$ cat src/rtl/psram_arb_pkg.sv
// psram_arb_pkg: shared states, port ids, default timing and request record for psram_arbiter.
package psram_arb_pkg;

    typedef enum logic [1:0] {IDLE, ACCESS, RECOVER} arb_state_t;
    typedef enum logic {PORT_CPU, PORT_DMA} arb_port_t;

    localparam int ACC_CYC_DEF = 4;
    localparam int REC_CYC_DEF = 1;

    typedef struct packed {
        logic [1:0]  we;
        logic [22:0] addr;
        logic [15:0] wdat;
    } arb_req_t;

endpackage

$ cat src/rtl/psram_arbiter.sv
// psram_arbiter: shares one PSRAM between the CPU mapper and the DMA engine with fixed access/recovery windows.
// Define PSRAM_ARB_RR_EN for round-robin on simultaneous requests; otherwise the CPU always wins.
module psram_arbiter
    import psram_arb_pkg::*;
#(
    parameter int ACC_CYC = ACC_CYC_DEF,
    parameter int REC_CYC = REC_CYC_DEF
) (
    input  logic        clk50_i,
    input  logic        rst_ni,
    input  logic        cpu_req_i,
    input  logic [1:0]  cpu_we_i,
    input  logic [22:0] cpu_addr_i,
    input  logic [15:0] cpu_wdat_i,
    output logic [15:0] cpu_rdat_o,
    output logic        cpu_ack_o,
    input  logic        dma_req_i,
    input  logic [1:0]  dma_we_i,
    input  logic [22:0] dma_addr_i,
    input  logic [15:0] dma_wdat_i,
    output logic [15:0] dma_rdat_o,
    output logic        dma_ack_o,
    output logic [22:0] ram_addr_o,
    output logic [15:0] ram_dati_o,
    input  logic [15:0] ram_dato_i,
    output logic        ram_ce_o,
    output logic        ram_oe_o,
    output logic        ram_we_lo_o,
    output logic        ram_we_hi_o,
    output logic        busy_o
);

    localparam int CW = $clog2((ACC_CYC > REC_CYC) ? ACC_CYC : REC_CYC) + 1;

    arb_state_t  state_q, state_d;
    arb_port_t   gnt_q, gnt_d;
    logic [CW-1:0] cnt_q, cnt_d;
    logic [22:0] addr_q, addr_d;
    logic [15:0] dati_q, dati_d, cpu_rdat_q, cpu_rdat_d, dma_rdat_q, dma_rdat_d;
    logic [1:0]  we_q, we_d;
    logic        ce_q, ce_d, oe_q, oe_d, cpu_ack_q, cpu_ack_d, dma_ack_q, dma_ack_d, busy_q, busy_d;
    logic        cpu_win;
    arb_req_t    win;

`ifdef PSRAM_ARB_RR_EN
    // gnt_q holds the last granted port, so a tie goes to the other one
    assign cpu_win = cpu_req_i && (!dma_req_i || gnt_q == PORT_DMA);
`else
    assign cpu_win = cpu_req_i;
`endif
    assign win = cpu_win ? '{we: cpu_we_i, addr: cpu_addr_i, wdat: cpu_wdat_i}
                         : '{we: dma_we_i, addr: dma_addr_i, wdat: dma_wdat_i};

    always_comb begin
        state_d    = state_q;
        gnt_d      = gnt_q;
        cnt_d      = cnt_q;
        addr_d     = addr_q;
        dati_d     = dati_q;
        we_d       = we_q;
        ce_d       = ce_q;
        oe_d       = oe_q;
        cpu_rdat_d = cpu_rdat_q;
        dma_rdat_d = dma_rdat_q;
        cpu_ack_d  = 1'b0;
        dma_ack_d  = 1'b0;
        case (state_q)
            IDLE: if (cpu_req_i || dma_req_i) begin
                state_d = ACCESS;
                gnt_d   = cpu_win ? PORT_CPU : PORT_DMA;
                cnt_d   = CW'(ACC_CYC - 1);
                addr_d  = win.addr & 23'h7ffffe;
                dati_d  = win.wdat;
                we_d    = win.we;
                ce_d    = 1'b1;
                oe_d    = win.we == 2'b00;
            end
            ACCESS: if (cnt_q == '0) begin
                state_d   = RECOVER;
                cnt_d     = CW'(REC_CYC - 1);
                ce_d      = 1'b0;
                oe_d      = 1'b0;
                we_d      = 2'b00;
                cpu_ack_d = gnt_q == PORT_CPU;
                dma_ack_d = gnt_q == PORT_DMA;
                cpu_rdat_d = (oe_q && gnt_q == PORT_CPU) ? ram_dato_i : cpu_rdat_q;
                dma_rdat_d = (oe_q && gnt_q == PORT_DMA) ? ram_dato_i : dma_rdat_q;
            end else begin
                cnt_d = cnt_q - 1'b1;
            end
            RECOVER: if (cnt_q == '0) state_d = IDLE; else cnt_d = cnt_q - 1'b1;
            default: state_d = IDLE;
        endcase
        busy_d = state_d != IDLE;
    end

    always_ff @(posedge clk50_i or negedge rst_ni) begin
        if (!rst_ni) begin
            state_q    <= IDLE;
            gnt_q      <= PORT_DMA;
            cnt_q      <= '0;
            addr_q     <= '0;
            dati_q     <= '0;
            we_q       <= '0;
            ce_q       <= 1'b0;
            oe_q       <= 1'b0;
            cpu_rdat_q <= '0;
            dma_rdat_q <= '0;
            cpu_ack_q  <= 1'b0;
            dma_ack_q  <= 1'b0;
            busy_q     <= 1'b0;
        end else begin
            state_q    <= state_d;
            gnt_q      <= gnt_d;
            cnt_q      <= cnt_d;
            addr_q     <= addr_d;
            dati_q     <= dati_d;
            we_q       <= we_d;
            ce_q       <= ce_d;
            oe_q       <= oe_d;
            cpu_rdat_q <= cpu_rdat_d;
            dma_rdat_q <= dma_rdat_d;
            cpu_ack_q  <= cpu_ack_d;
            dma_ack_q  <= dma_ack_d;
            busy_q     <= busy_d;
        end
    end

    assign cpu_rdat_o  = cpu_rdat_q;
    assign cpu_ack_o   = cpu_ack_q;
    assign dma_rdat_o  = dma_rdat_q;
    assign dma_ack_o   = dma_ack_q;
    assign ram_addr_o  = addr_q;
    assign ram_dati_o  = dati_q;
    assign ram_ce_o    = ce_q;
    assign ram_oe_o    = oe_q;
    assign ram_we_lo_o = we_q[0];
    assign ram_we_hi_o = we_q[1];
    assign busy_o      = busy_q;

endmodule

$ cat config.mk
export PLATFORM = sky130hd
export DESIGN_NAME = psram_arbiter
export DESIGN_NICKNAME = d
export VERILOG_FILES = /design/src/rtl/psram_arb_pkg.sv /design/src/rtl/psram_arbiter.sv
export SDC_FILE = /design/constraint.sdc
export NUM_CORES = 1
export LEC_CHECK = 0
export ABC_AREA = 1
export BUFFER_PORTS_ARGS = -buffer_cell sky130_fd_sc_hd__buf_2
export CORE_ASPECT_RATIO = 1.75
export CORE_MARGIN = 2
export CORE_UTILIZATION = 40
export DETAILED_ROUTE_END_ITERATION = 10
export GPL_TIMING_DRIVEN = 0
export PLACE_DENSITY = 0.78
export SETUP_SLACK_MARGIN = 0.5
export SYNTH_ARGS = -nofsm -noshare
export SYNTH_HDL_FRONTEND = slang
export SYNTH_SLANG_ARGS = --single-unit
export TNS_END_PERCENT = 100
$ cat constraint.sdc
create_clock -name clk50_i -period 3.9 [get_ports clk50_i]
set_input_delay 0.195 -clock clk50_i [delete_from_list [all_inputs] [get_ports clk50_i]]
set_output_delay 0.195 -clock clk50_i [all_outputs]
set_load 0.1 [all_outputs]
# --- Word-level counts from Yosys, hierarchy flattened ---
# Cells that the tools add are included.
word_totals:
  out_inout_bits: 78
  wordCells: 56
  regBits: 83
  in_bits: 102
op_classes:
  n_mux: 22
  n_bitwise: 1
  eq_ne: 5
  n_reduce_logical: 14
  addsub: 1
ops:
  columns: ["op", "count"]
  rows:
  - ["$mux W41", 1]
  - ["$reduce_and A3 Y1", 4]
  - ["$mux W2", 5]
  - ["$mux W3", 3]
  - ["$pmux W3 S3", 1]
  - ["$mux W1", 8]
  - ["$ne A2 B2 Y1 const B", 3]
  - ["$pmux W2 S3", 1]
  - ["$logic_not A2 Y1", 2]
  - ["$pmux W1 S2", 2]
  - ["$pmux W2 S2", 1]
  - ["$reduce_bool A2 Y1", 2]
  - ["$logic_not A3 Y1", 1]
  - ["$reduce_bool A3 Y1", 1]
  - ["$sub A3 B1 Y3 const B", 1]
  - ["$eq A2 B1 Y1 const B", 1]
  - ["$eq A2 B2 Y1 const B", 1]
  - ["$logic_and A1 B1 Y1", 2]
  - ["$reduce_and A2 Y1", 1]
  - ["$logic_or A1 B1 Y1", 1]
  - ["$not A1 Y1", 1]

# --- Logic depth before layout (Yosys ltp) ---
logic_depth:
  ltp_word: 4
  mapped_depth: 9
  depth_no_buf: 9

# --- Least setup slack after synthesis ---
# OpenSTA, ideal clock, no wires.
synth_timing:
  path_type: "reg-to-reg"
  from: "register oe_q (netlist: ram_oe_o)"
  to: "register cpu_rdat_q[10] (netlist: cpu_rdat_o[10])"
  required_ps: 3778
  slack_ps: 2284
  path_stages_with_launch: 5
  path_buffers: 1
  period_less_slack_ps: 1616
  setup_ps: 122
  arrival_ps: 1493
  path_cell_list: "dfrtp_1 -> nand2_2 -> clkbuf_8 -> nand2_1 -> o21ai_2"
synth_via:
  elab_chain_cells: 2
synth_lines:
  columns: ["element", "line_no", "source"]
  rows:
  - ["from (decl)", "psram_arbiter.sv:41", "logic ce_q, ce_d, oe_q, oe_d, cpu_ack_q, cpu_ack_d, dma_ack_q, dma_ack_d, busy_q, busy_d;"]
  - ["from (signal assigned)", "psram_arbiter.sv:106", "oe_q <= 1'b0;"]
  - ["from (signal assigned)", "psram_arbiter.sv:120", "oe_q <= oe_d;"]
  - ["$logic_and A1 B1 Y1", "psram_arbiter.sv:86", "cpu_rdat_d = (oe_q && gnt_q == PORT_CPU) ? ram_dato_i : cpu_rdat_q;"]
  - ["$reduce_and A3 Y1 (no source line)", null, null]
  - ["to (signal assigned)", "psram_arbiter.sv:121", "cpu_rdat_q <= cpu_rdat_d;"]
  - ["to (decl)", "psram_arbiter.sv:39", "logic [15:0] dati_q, dati_d, cpu_rdat_q, cpu_rdat_d, dma_rdat_q, dma_rdat_d;"]
# Every way passes these cells.
# A chain may end at the register's enable or synchronous reset.

# --- Worst setup path in the final report ---
layout_timing:
  from: "register state_q[1]"
  to: "register addr_q[5] (netlist: ram_addr_o[5])"
layout_via:
  elab_chain_cells: 2
layout_lines:
  columns: ["element", "line_no", "source"]
  rows:
  - ["from (decl)", "psram_arbiter.sv:35", "arb_state_t state_q, state_d;"]
  - ["from (signal assigned)", "psram_arbiter.sv:113", "state_q <= state_d;"]
  - ["$logic_not A2 Y1", "psram_arbiter.sv:67", "case (state_q)"]
  - ["$reduce_and A2 Y1 (no source line)", null, null]
  - ["to (signal assigned)", "psram_arbiter.sv:116", "addr_q <= addr_d;"]
  - ["to (decl)", "psram_arbiter.sv:38", "logic [22:0] addr_q, addr_d;"]
# Every way passes these cells.

==> flow_summary.toml <==
[critical_path]
worstSetupPathType = "flop to flop"
worstSetupEndpointType = "flop"
cp-startpoint = "state_q[1]$_DFF_PN0_"
reg2reg_slack_ns = 2.23
crit_fanout = 10
regToRegEndpoint = "ram_addr_o[5]$_DFFE_PN0P_"
start_kind = "flop"
endpoint = "ram_addr_o[5]$_DFFE_PN0P_"
reg2regPathDepth = 7
reg2reg_from = "state_q[1]$_DFF_PN0_"
crit_required_ns = 4.10
cp.arrival_ns = 1.87

[clock_network]
cts_tree = "built"
cts_max_level = 3
numCtsBuffers = 9
clk_latency_ns = 0.33
cts_sinks = 83
clockBufferDepth = 2
ctsRootBufferMaster = "clkbuf_16"
cts.clk_slew.worst_paths_ns = 0.06

[grt]
first_global_vias = 3615
antenna_found_initial = 0
grt_max_degree = 72
gr-total-overflow = 0
track_usage_pct = 21.1
grt_pass1_wl_um = 17200

[routing]
drt-met1-wl_um = 3880
drtIter0Drc = 135
wl_met3_um = 735
met2_length_um = 5630
detail-route-antenna-nets = 0
drt-wirelength-per-cell_um = 14.2
avgViaCountPerCell = 4.84
wl_um = 10500
top_layer_used = "met4"
num_vias = 3582
drtPass1Iterations = 5
drc = 0

[final_layout]
seqCellArea_mm2 = 0.00208
final_nets = 721
multi_input_area_mm2 = 0.00144
diodes = 0
area_delta_synth_final_pct = 36.0
nFillCells = 842
drive_above_1_share_pct = 40.8

[synthesis]
ys_top_cells_by_count = "nand2_1, dfrtp_1, nor2_1"
netlist_area_mm2 = 0.00382
synth-seq-cells = 83
ys.warnings.count = 0
synth-async-reset-ratio_pct = 100
synth-edff-count = 0
syn_avg_cell_area_um2 = 8.99
synthTopCellsByArea = "dfrtp_1, nand2_1, o21ai_2"
syn_inst = 425
ys.flop_type = "dfrtp_1"
yosysTopAreaCellShare_pct = 53.7
yosysMostFrequentCell = "nand2_1"
synth_nets = 533
synth_top_cell_by_area = "dfrtp_1"
seq_area_frac_synth_pct = 54.4
synth_cell_types = 24

[timing]
tightest_slew_ns = 0.576
drv_slew = 0
tns_ns = 0
fmax_mhz = 598
hold_violations = 0
fin_skew_ns = 0.00647
rsz0062_at_grt = "false"
period_minus_slack_ns = 1.67
period_share_pct = 42.9
slew_headroom_pct = 61.6
setup_viol_count_final = 0

[floorplanning]
core_area_mm2 = 0.00935
die_area_mm2 = 0.0104
start_util_pct = 40.8
dieHeight_um = 133
num_io_pins = 180
core.rowCount = 47
die_w_um = 77.9

[placed_design]
io_buffer_count = 175
dp_hpwl_um = 8320
gp_congestion = 0.828

[min_path]
min_path_type = "primary input to flop"

[flow_run]
max_cap_violations = 0

[run_status]
run_status = "finished, final reports clean"
[area by class of cell]
cell class / count / share of cell area, %
buffer: 24 / 3.45
clock buffer: 11 / 4.67
clock inverter: 5 / 1.20
inverter: 33 / 2.39
multi-input combinational: 285 / 27.7
sequential: 83 / 40.0
tap: 122 / 2.94
timing repair buffer: 177 / 17.6
[per-stage QoR]
step	cell area, um^2	utilization [%]	hold WS (ns)	worst slack [ns]	cells
6_report	5190	55.5	0.119	2.23	740
5_1_grt	5190	55.5	0.120	2.06	740
4_1_cts	5190	55.5	0.105	2.20	740
3_5_place_dp	4880	52.2	0.0553	2.23	723
3_3_place_gp	4850	51.8	0.455	2.01	722
2_1_floorplan	3820	-	-0.101	2.28	425
[what timing repair did]
item,4_1_cts,5_1_grt
resized for setup,0,0
buffers inserted,0,0
hold buffers,1,0
endpoints found under the hold margin,12,0
[state kept, by name, indices dropped and copies added (netlist names), 2 cells and up]
signal and flops:
ram_dati_o 16, ram_addr_o 22, we_q 2, state_q 2
cnt_q 3, dma_rdat_o 16, cpu_rdat_o 16
[metal layers]
| metal | vias up | track usage [%] |
|---|---|---|
| li1 | 1732 | - |
| met3 | 20 | 5.01 |
| met4 | 0 | 8.93 |
| met5 | - | 0 |
| met2 | 163 | 38.8 |
| met1 | 1667 | 22.4 |
[worst min-delay path by stage]
stage               cells after the start                 start  slack, ns                         end
floorplan                               0                rst_ni      -0.10            busy_o$_DFF_PN0_
global placement                        2  ram_ce_o$_DFFE_PN0P_       0.46        ram_ce_o$_DFFE_PN0P_
detailed placement                      1                rst_ni       0.06   cpu_rdat_o[4]$_DFFE_PN0P_
CTS                                     3        dma_wdat_i[13]       0.11  ram_dati_o[13]$_DFFE_PN0P_
global route                            3         cpu_wdat_i[9]       0.12   ram_dati_o[9]$_DFFE_PN0P_
finish                                  3        dma_wdat_i[13]       0.12  ram_dati_o[13]$_DFFE_PN0P_
[cell families after synthesis]
logic type / after synthesis / synth area share [%]
adders and majority gates: 6 / 1.97
other: 1 / 0.0982
DFF: 83 / 54.4
AOI/OAI and AO/OA: 74 / 14.2
and+or+nand+nor: 204 / 21.4
buffers and inverters: 57 / 7.93
[placed cells by master, fill, tap and decap left out, types with 3 or more instances in the layout]
cell / Yosys / routed
inv_1: 33 / 33
nand3_1: 6 / 6
clkbuf_8: 2 / 3
buf_2: 10 / 184
ha_1: 6 / 6
nand2_1: 150 / 150
o21ai_2: 32 / 32
nor2_1: 40 / 40
buf_6: 6 / 6
buf_4: 3 / 4
clkbuf_1: 3 / 4
a31oi_1: 38 / 38
dfrtp_1: 82 / 82
clkbuf_16: 0 / 9
[critical path, stage by stage (launching register included)]
cell and delay (ns):
dfrtp_1 0.43, inv_1 0.12, ha_1 0.22, inv_1 0.10, nor2_4 0.21, buf_4 0.22
buf_6 0.16, a31oi_1 0.09
Power is left out: the tool's default activity adds up to more than one toggle a clock period on the data nets, which glitch-free logic cannot reach.
